$ cat src/rtl/pipeline_hazard_ctrl_pkg.sv
// Shared pipeline encodings: PC mux select codes and hazard FSM states.
// Latency: n/a (types and constants only).
// Backpressure: n/a.
package pipeline_hazard_ctrl_pkg;

    // PC mux select
    localparam logic [1:0] PC_SRC_SEQ    = 2'b00;
    localparam logic [1:0] PC_SRC_BRANCH = 2'b01;
    localparam logic [1:0] PC_SRC_JUMP   = 2'b10;

    // Hazard controller states
    typedef enum logic {
        RUN      = 1'b0,
        MEM_WAIT = 1'b1
    } state_e;

endpackage

$ cat src/rtl/pipeline_hazard_ctrl_hazard_detect_unit.sv
// Purely combinational load-use and branch/jump-taken detection.
// Latency: 0 cycles (combinational).
// Backpressure: none; results are consumed by the hazard controller.
//
// Ports:
//   id_rs, id_rt, id_uses_rt        - source operands of the ID instruction
//   ex_mem_read, ex_write_register  - load in EX and its destination
//   mem_branch_eq/ne, mem_zero, mem_jump - resolved control flow in MEM
//   load_use, taken                 - detection outputs
module hazard_detect_unit (
    input  logic [4:0] id_rs,
    input  logic [4:0] id_rt,
    input  logic       id_uses_rt,
    input  logic       ex_mem_read,
    input  logic [4:0] ex_write_register,
    input  logic       mem_branch_eq,
    input  logic       mem_branch_ne,
    input  logic       mem_zero,
    input  logic       mem_jump,
    output logic       load_use,
    output logic       taken
);

    logic rs_match;
    logic rt_match;

    // $0 is hardwired to zero, so a load targeting it can never create a hazard.
    assign rs_match = (ex_write_register == id_rs);
    assign rt_match = id_uses_rt && (ex_write_register == id_rt);
    assign load_use = ex_mem_read && (ex_write_register != 5'd0) && (rs_match || rt_match);

    assign taken = (mem_branch_eq && mem_zero) || (mem_branch_ne && !mem_zero) || mem_jump;

endmodule

$ cat src/rtl/pipeline_hazard_ctrl.sv
// Pipeline hazard/sequencing controller: write enables, flushes and PC select.
// Latency: strobes are Mealy (same cycle); state and counter update on falling clk.
// Backpressure: a busy data memory freezes every pipeline register and the PC.
//
// Ports:
//   clk, reset (async, active-low)
//   id_*, ex_*, mem_*  - stage fields read from the datapath
//   dmem_ready         - data memory completed the current access
//   *_write, *_flush   - pipeline register load enables / bubble strobes
//   pc_src             - PC mux select (seq / branch / jump)
//   dmem_req           - a data memory access is pending
//   stall_count        - saturating count of frozen or load-use stalled cycles
module pipeline_hazard_ctrl
    import pipeline_hazard_ctrl_pkg::*;
#(
    parameter int STALL_CNT_W = 16
) (
    input  logic                   clk,
    input  logic                   reset,
    input  logic [4:0]             id_rs,
    input  logic [4:0]             id_rt,
    input  logic                   id_uses_rt,
    input  logic                   ex_mem_read,
    input  logic [4:0]             ex_write_register,
    input  logic                   mem_branch_eq,
    input  logic                   mem_branch_ne,
    input  logic                   mem_zero,
    input  logic                   mem_jump,
    input  logic                   mem_mem_read,
    input  logic                   mem_mem_write,
    input  logic                   dmem_ready,
    output logic                   pc_write,
    output logic                   if_id_write,
    output logic                   id_ex_write,
    output logic                   ex_mem_write,
    output logic                   if_id_flush,
    output logic                   id_ex_flush,
    output logic                   ex_mem_flush,
    output logic [1:0]             pc_src,
    output logic                   dmem_req,
    output logic [STALL_CNT_W-1:0] stall_count
);

    localparam logic [STALL_CNT_W-1:0] CNT_ONE = {{(STALL_CNT_W-1){1'b0}}, 1'b1};

    state_e                   state_q;
    state_e                   state_d;
    logic [STALL_CNT_W-1:0]   stall_count_q;
    logic [STALL_CNT_W-1:0]   stall_count_d;

    logic load_use;
    logic taken;
    logic mem_op;
    logic freeze;
    logic stall_inc;

    hazard_detect_unit u_hazard_detect_unit (
        .id_rs             (id_rs),
        .id_rt             (id_rt),
        .id_uses_rt        (id_uses_rt),
        .ex_mem_read       (ex_mem_read),
        .ex_write_register (ex_write_register),
        .mem_branch_eq     (mem_branch_eq),
        .mem_branch_ne     (mem_branch_ne),
        .mem_zero          (mem_zero),
        .mem_jump          (mem_jump),
        .load_use          (load_use),
        .taken             (taken)
    );

    assign mem_op = mem_mem_read || mem_mem_write;
    // Freeze is evaluated identically in RUN and MEM_WAIT, so a zero-wait
    // access never enters MEM_WAIT and costs nothing.
    assign freeze = mem_op && !dmem_ready;

    // Next state
    always_comb begin
        state_d = state_q;
        case (state_q)
            RUN:      if (freeze)  state_d = MEM_WAIT;
            MEM_WAIT: if (!freeze) state_d = RUN;
            default:  state_d = RUN;
        endcase
    end

    // Mealy strobes, priority: freeze > redirect > load-use > normal
    always_comb begin
        pc_write     = 1'b1;
        if_id_write  = 1'b1;
        id_ex_write  = 1'b1;
        ex_mem_write = 1'b1;
        if_id_flush  = 1'b0;
        id_ex_flush  = 1'b0;
        ex_mem_flush = 1'b0;
        pc_src       = PC_SRC_SEQ;
        dmem_req     = mem_op;
        stall_inc    = 1'b0;

        if (freeze) begin
            pc_write     = 1'b0;
            if_id_write  = 1'b0;
            id_ex_write  = 1'b0;
            ex_mem_write = 1'b0;
            stall_inc    = 1'b1;
        end else if (taken) begin
            // The three younger instructions are on the wrong path.
            pc_src       = mem_jump ? PC_SRC_JUMP : PC_SRC_BRANCH;
            if_id_flush  = 1'b1;
            id_ex_flush  = 1'b1;
            ex_mem_flush = 1'b1;
        end else if (load_use) begin
            // Hold PC and IF/ID; the ID/EX flush inserts the single bubble.
            pc_write     = 1'b0;
            if_id_write  = 1'b0;
            id_ex_flush  = 1'b1;
            stall_inc    = 1'b1;
        end

        // While reset is held the pipeline registers must see plain loads.
        if (!reset) begin
            pc_write     = 1'b1;
            if_id_write  = 1'b1;
            id_ex_write  = 1'b1;
            ex_mem_write = 1'b1;
            if_id_flush  = 1'b0;
            id_ex_flush  = 1'b0;
            ex_mem_flush = 1'b0;
            pc_src       = PC_SRC_SEQ;
            dmem_req     = 1'b0;
            stall_inc    = 1'b0;
        end
    end

    // Saturating stall counter
    always_comb begin
        stall_count_d = stall_count_q;
        if (stall_inc && (stall_count_q != '1)) begin
            stall_count_d = stall_count_q + CNT_ONE;
        end
    end

    // State follows the pipeline registers, which load on the falling edge.
    always_ff @(negedge clk or negedge reset) begin
        if (!reset) begin
            state_q       <= RUN;
            stall_count_q <= '0;
        end else begin
            state_q       <= state_d;
            stall_count_q <= stall_count_d;
        end
    end

    assign stall_count = stall_count_q;

endmodule

$ cat config.mk
export PLATFORM = sky130hd
export DESIGN_NAME = pipeline_hazard_ctrl
export DESIGN_NICKNAME = d
export VERILOG_FILES = /design/src/rtl/pipeline_hazard_ctrl_pkg.sv /design/src/rtl/pipeline_hazard_ctrl_hazard_detect_unit.sv /design/src/rtl/pipeline_hazard_ctrl.sv
export SDC_FILE = /design/constraint.sdc
export NUM_CORES = 1
export LEC_CHECK = 0
export CAP_MARGIN = 10
export CELL_PAD_IN_SITES_DETAIL_PLACEMENT = 2
export CELL_PAD_IN_SITES_GLOBAL_PLACEMENT = 2
export CORE_ASPECT_RATIO = 1.75
export CORE_MARGIN = 1.5
export CORE_UTILIZATION = 23
export DETAILED_ROUTE_END_ITERATION = 6
export PLACE_DENSITY_LB_ADDON = 0.1
export SLEW_MARGIN = 20
export SYNTH_ARGS = -nofsm -noshare
export SYNTH_HDL_FRONTEND = slang
export SYNTH_SLANG_ARGS = --single-unit
$ cat constraint.sdc
create_clock -name clk -period 3.09 [get_ports clk]
set_clock_uncertainty 0.05 [all_clocks]
set_input_delay 0.618 -clock clk [delete_from_list [all_inputs] [get_ports clk]]
set_output_delay 0.618 -clock clk [all_outputs]
set_load 0.03 [all_outputs]
==> qor.csv <==
stage,metric,value,unit
timing,worst-margin pin slew,541.2,ps
worst_setup_path,Crit. End Element,flop,
cells_and_area,final cell count without fillers,241,
cts,Worst-path clk slew,50,ps
worst_setup_path,critical path class,input port to flop,
worst_setup_path,r2r setup slk,760,ps
die,DIE AREA,4784,um^2
global_route,vias in the first global route,1308,
power_and_ir_drop,Power Total,866.1,uW
cells_and_area,Final Instance Area,1932,um^2
synth,count of cell types in the netlist,29,
timing,Rel. slew slack,0.6354,
die,Die H,90.38,um
die,Initial Utilization,0.2418,
timing,endpoints failing hold,0,
placed_design,dpl hpwl,2800,um
die,core area,4150,um^2
synth,Syn Nets,133,
cts,# H-tree levels,1,
power_and_ir_drop,Worst VDD drop,0.2670,mV
synth,Synth warnings,0,
timing,worst setup margin,-470.5,ps
detailed_routing,WL/cell,16.24,um
synth,Yosys top cell by area,dfrtn_1,
detailed_routing,total number of vias,1140,
hold_path,Hold Startpoint,stall_count[10],
placed_design,dpl cell area,1592,um^2
detailed_routing,post-DR vias/cell,4.730,
synth,register area share after synthesis,0.3990,
die,Ports,52,
synth,main area contributors after synthesis,"dfrtn_1 40%, xnor2_1 20%, nand3_1 6.5%",
worst_setup_path,crit-path max FO,3,
synth,Mapped Avg Cell Area,9.467,um^2
synth,Post-Syn Area,1003,um^2
synth,synthesis-stage register bit count,16,
detailed_routing,DR iter-0 viols,14,
hold_path,WHS Endpoint,stall_count[10],
power_and_ir_drop,P per Cell Area,448.3,nW/um^2
detailed_routing,drt drc,0,
global_route,final global-route overflow total,0,
cells_and_area,"most common cell after layout, fill and taps aside",buf_4,
run_status,outcome,finished with violations,
cells_and_area,area delta synth->final,92.52,%
detailed_routing,Pre-antenna DRT Iters,3,
cts,Clock Sinks,16,
placed_design,Port Buf Inserts,51,
timing,total negative slack,-5727,ps
cells_and_area,area occupied by registers,400.4,um^2
worst_setup_path,worst flop-to-flop path endpoint,stall_count[1],
global_route,pin count of the biggest net entering global routing,17,
synth,Yosys top cell area share,0.3990,
hold_path,Hold/Removal Path Class,flop to flop,
cts,CTS buffer count,3,
cells_and_area,area occupied by multi-input gates,654.4,um^2
cts,Skew-Pair Late Insertion Delay,270,ps
cts,root buf cell,clkbuf_8,
run_status,failing checks,setup timing,
die,Die Wd,52.93,um
global_route,Total GRT Usage,0.1649,
global_route,initial antenna violation count,0,
placed_design,post-placement cell count,215,
cts,CTS Buffer Depth,2,
cts,CTS tree,built,
detailed_routing,DRT Wirelength,3914,um
worst_setup_path,startpoint class of the critical path,input port,
detailed_routing,post-route ant nets,0,
worst_setup_path,worst reg2reg path depth,8,
cells_and_area,fill cell count,446,
timing,# setup viols final,19,
worst_setup_path,CP startpoint,ex_write_register[2],
worst_setup_path,CP Data Required Time,1610,ps
power_and_ir_drop,Lkg Pwr,0.9408,nW
placed_design,Placer Congestion,0.7308,
cells_and_area,most frequent cells in the layout,"50 x buf_4, 17 x xnor2_1, 16 x dfrtn_1",
die,FP Rows,31,
timing,max-slew violations,0,
timing,RSZ-0062 raised after global routing,yes,
cells_and_area,Nets,220,
worst_setup_path,FF-to-FF Start,stall_count[0],
cells_and_area,# diodes,0,
cells_and_area,share of cells above drive strength 1,0.4583,
synth,Cells after Synth,106,
global_route,first-pass GRT wire length,5899,um
hold_path,worst hold path depth,2,
worst_setup_path,CP arrival,2080,ps
job,MaxCap Viol Count,0,
cells_and_area,Largest register FFs,16,
-- synthesized netlist by cell type, drive strengths merged --
cell and n:
dfrtn 16, or4 1, nor2 6, o2bb2ai 1, mux2 1, buf 5
nand2 4, ha 1, mux2i 1, xor2 1, and4 1, inv 3
and2 4, or2 1, o22ai 1, nand4 5, clkbuf 1, a21oi 1
a31oi 1, nor3 1, and3 9, a41oi 1, xnor2 23, nand3 13
nand2b 1, o21ai 3
-- routing by layer --
| metal | GRT usage | vias to the layer above | wire, um |
|---|---|---|---|
| met5 | 0 | - | 0 |
| met4 | 0.05769 | 0 | 49 |
| met3 | 0.01490 | 2 | 111 |
| met2 | 0.3490 | 38 | 2486 |
| met1 | 0.1414 | 567 | 1266 |
| li1 | - | 533 | - |
-- critical path, stage by stage --
cell       delay, ps
buf_6             90
or4_4            550
o21ai_4          150
nor2_2            70
o2bb2ai_4        150
and2_4           160
mux2_4           290
-- per-stage QoR --
| step | utilization | setup slack [ps] | hold slack (ps) |
|---|---|---|---|
| after CTS | 0.4380 | -452.3 | 411.7 |
| after global routing | 0.4655 | -504.4 | 526.0 |
| after global placement | 0.3835 | -1037 | 378.9 |
| after detailed placement | 0.3835 | -1076 | 399.0 |
| after floorplan | - | -593.1 | 515.3 |
| final | 0.4655 | -470.5 | 477.0 |
-- worst max-delay path by stage --
stage	slack, ps	end	cells past startpoint
floorplan	-590	stall_count[1]	6
global placement	-1040	stall_count[1]	7
detailed placement	-1080	stall_count[1]	7
CTS	-450	stall_count[1]	7
global route	-500	stall_count[1]	7
finish	-470	stall_count[1]	7
-- cell type report --
class                   instances  share of cell area
multi-input cells              81              0.3387
repair buffers                 88              0.3880
well taps                      49             0.03174
flip-flops and latches         16              0.2073
inverters                       3            0.005829
clock buffers                   4             0.02850
-- cell families after synthesis --
| family | synth area share |
|---|---|
| AND/OR/NAND/NOR | 0.2506 |
| XOR/XNOR | 0.2095 |
| flip-flops | 0.3990 |
| buffers and inverters | 0.04738 |
| AO/OA/AOI/OAI | 0.05611 |
| multiplexers | 0.02493 |
| adder cells (fa/ha/maj) | 0.01247 |
-- what timing repair did --
action	CTS	global route
gates cloned	0	1
buffers inserted	20	1
pin swaps	20	20
hold buffers	0	0
setup endpoints to repair	32	23
resized for setup	45	28
-- report_power, final --
| part | switching [mW] | internal, mW |
|---|---|---|
| Clock | 0.0792 | 0.113 |
| Sequential | 0.0259 | 0.247 |
| Combinational | 0.201 | 0.200 |
| Total | 0.306 | 0.560 |
No activity file was read; power rests on OpenSTA's default activity.
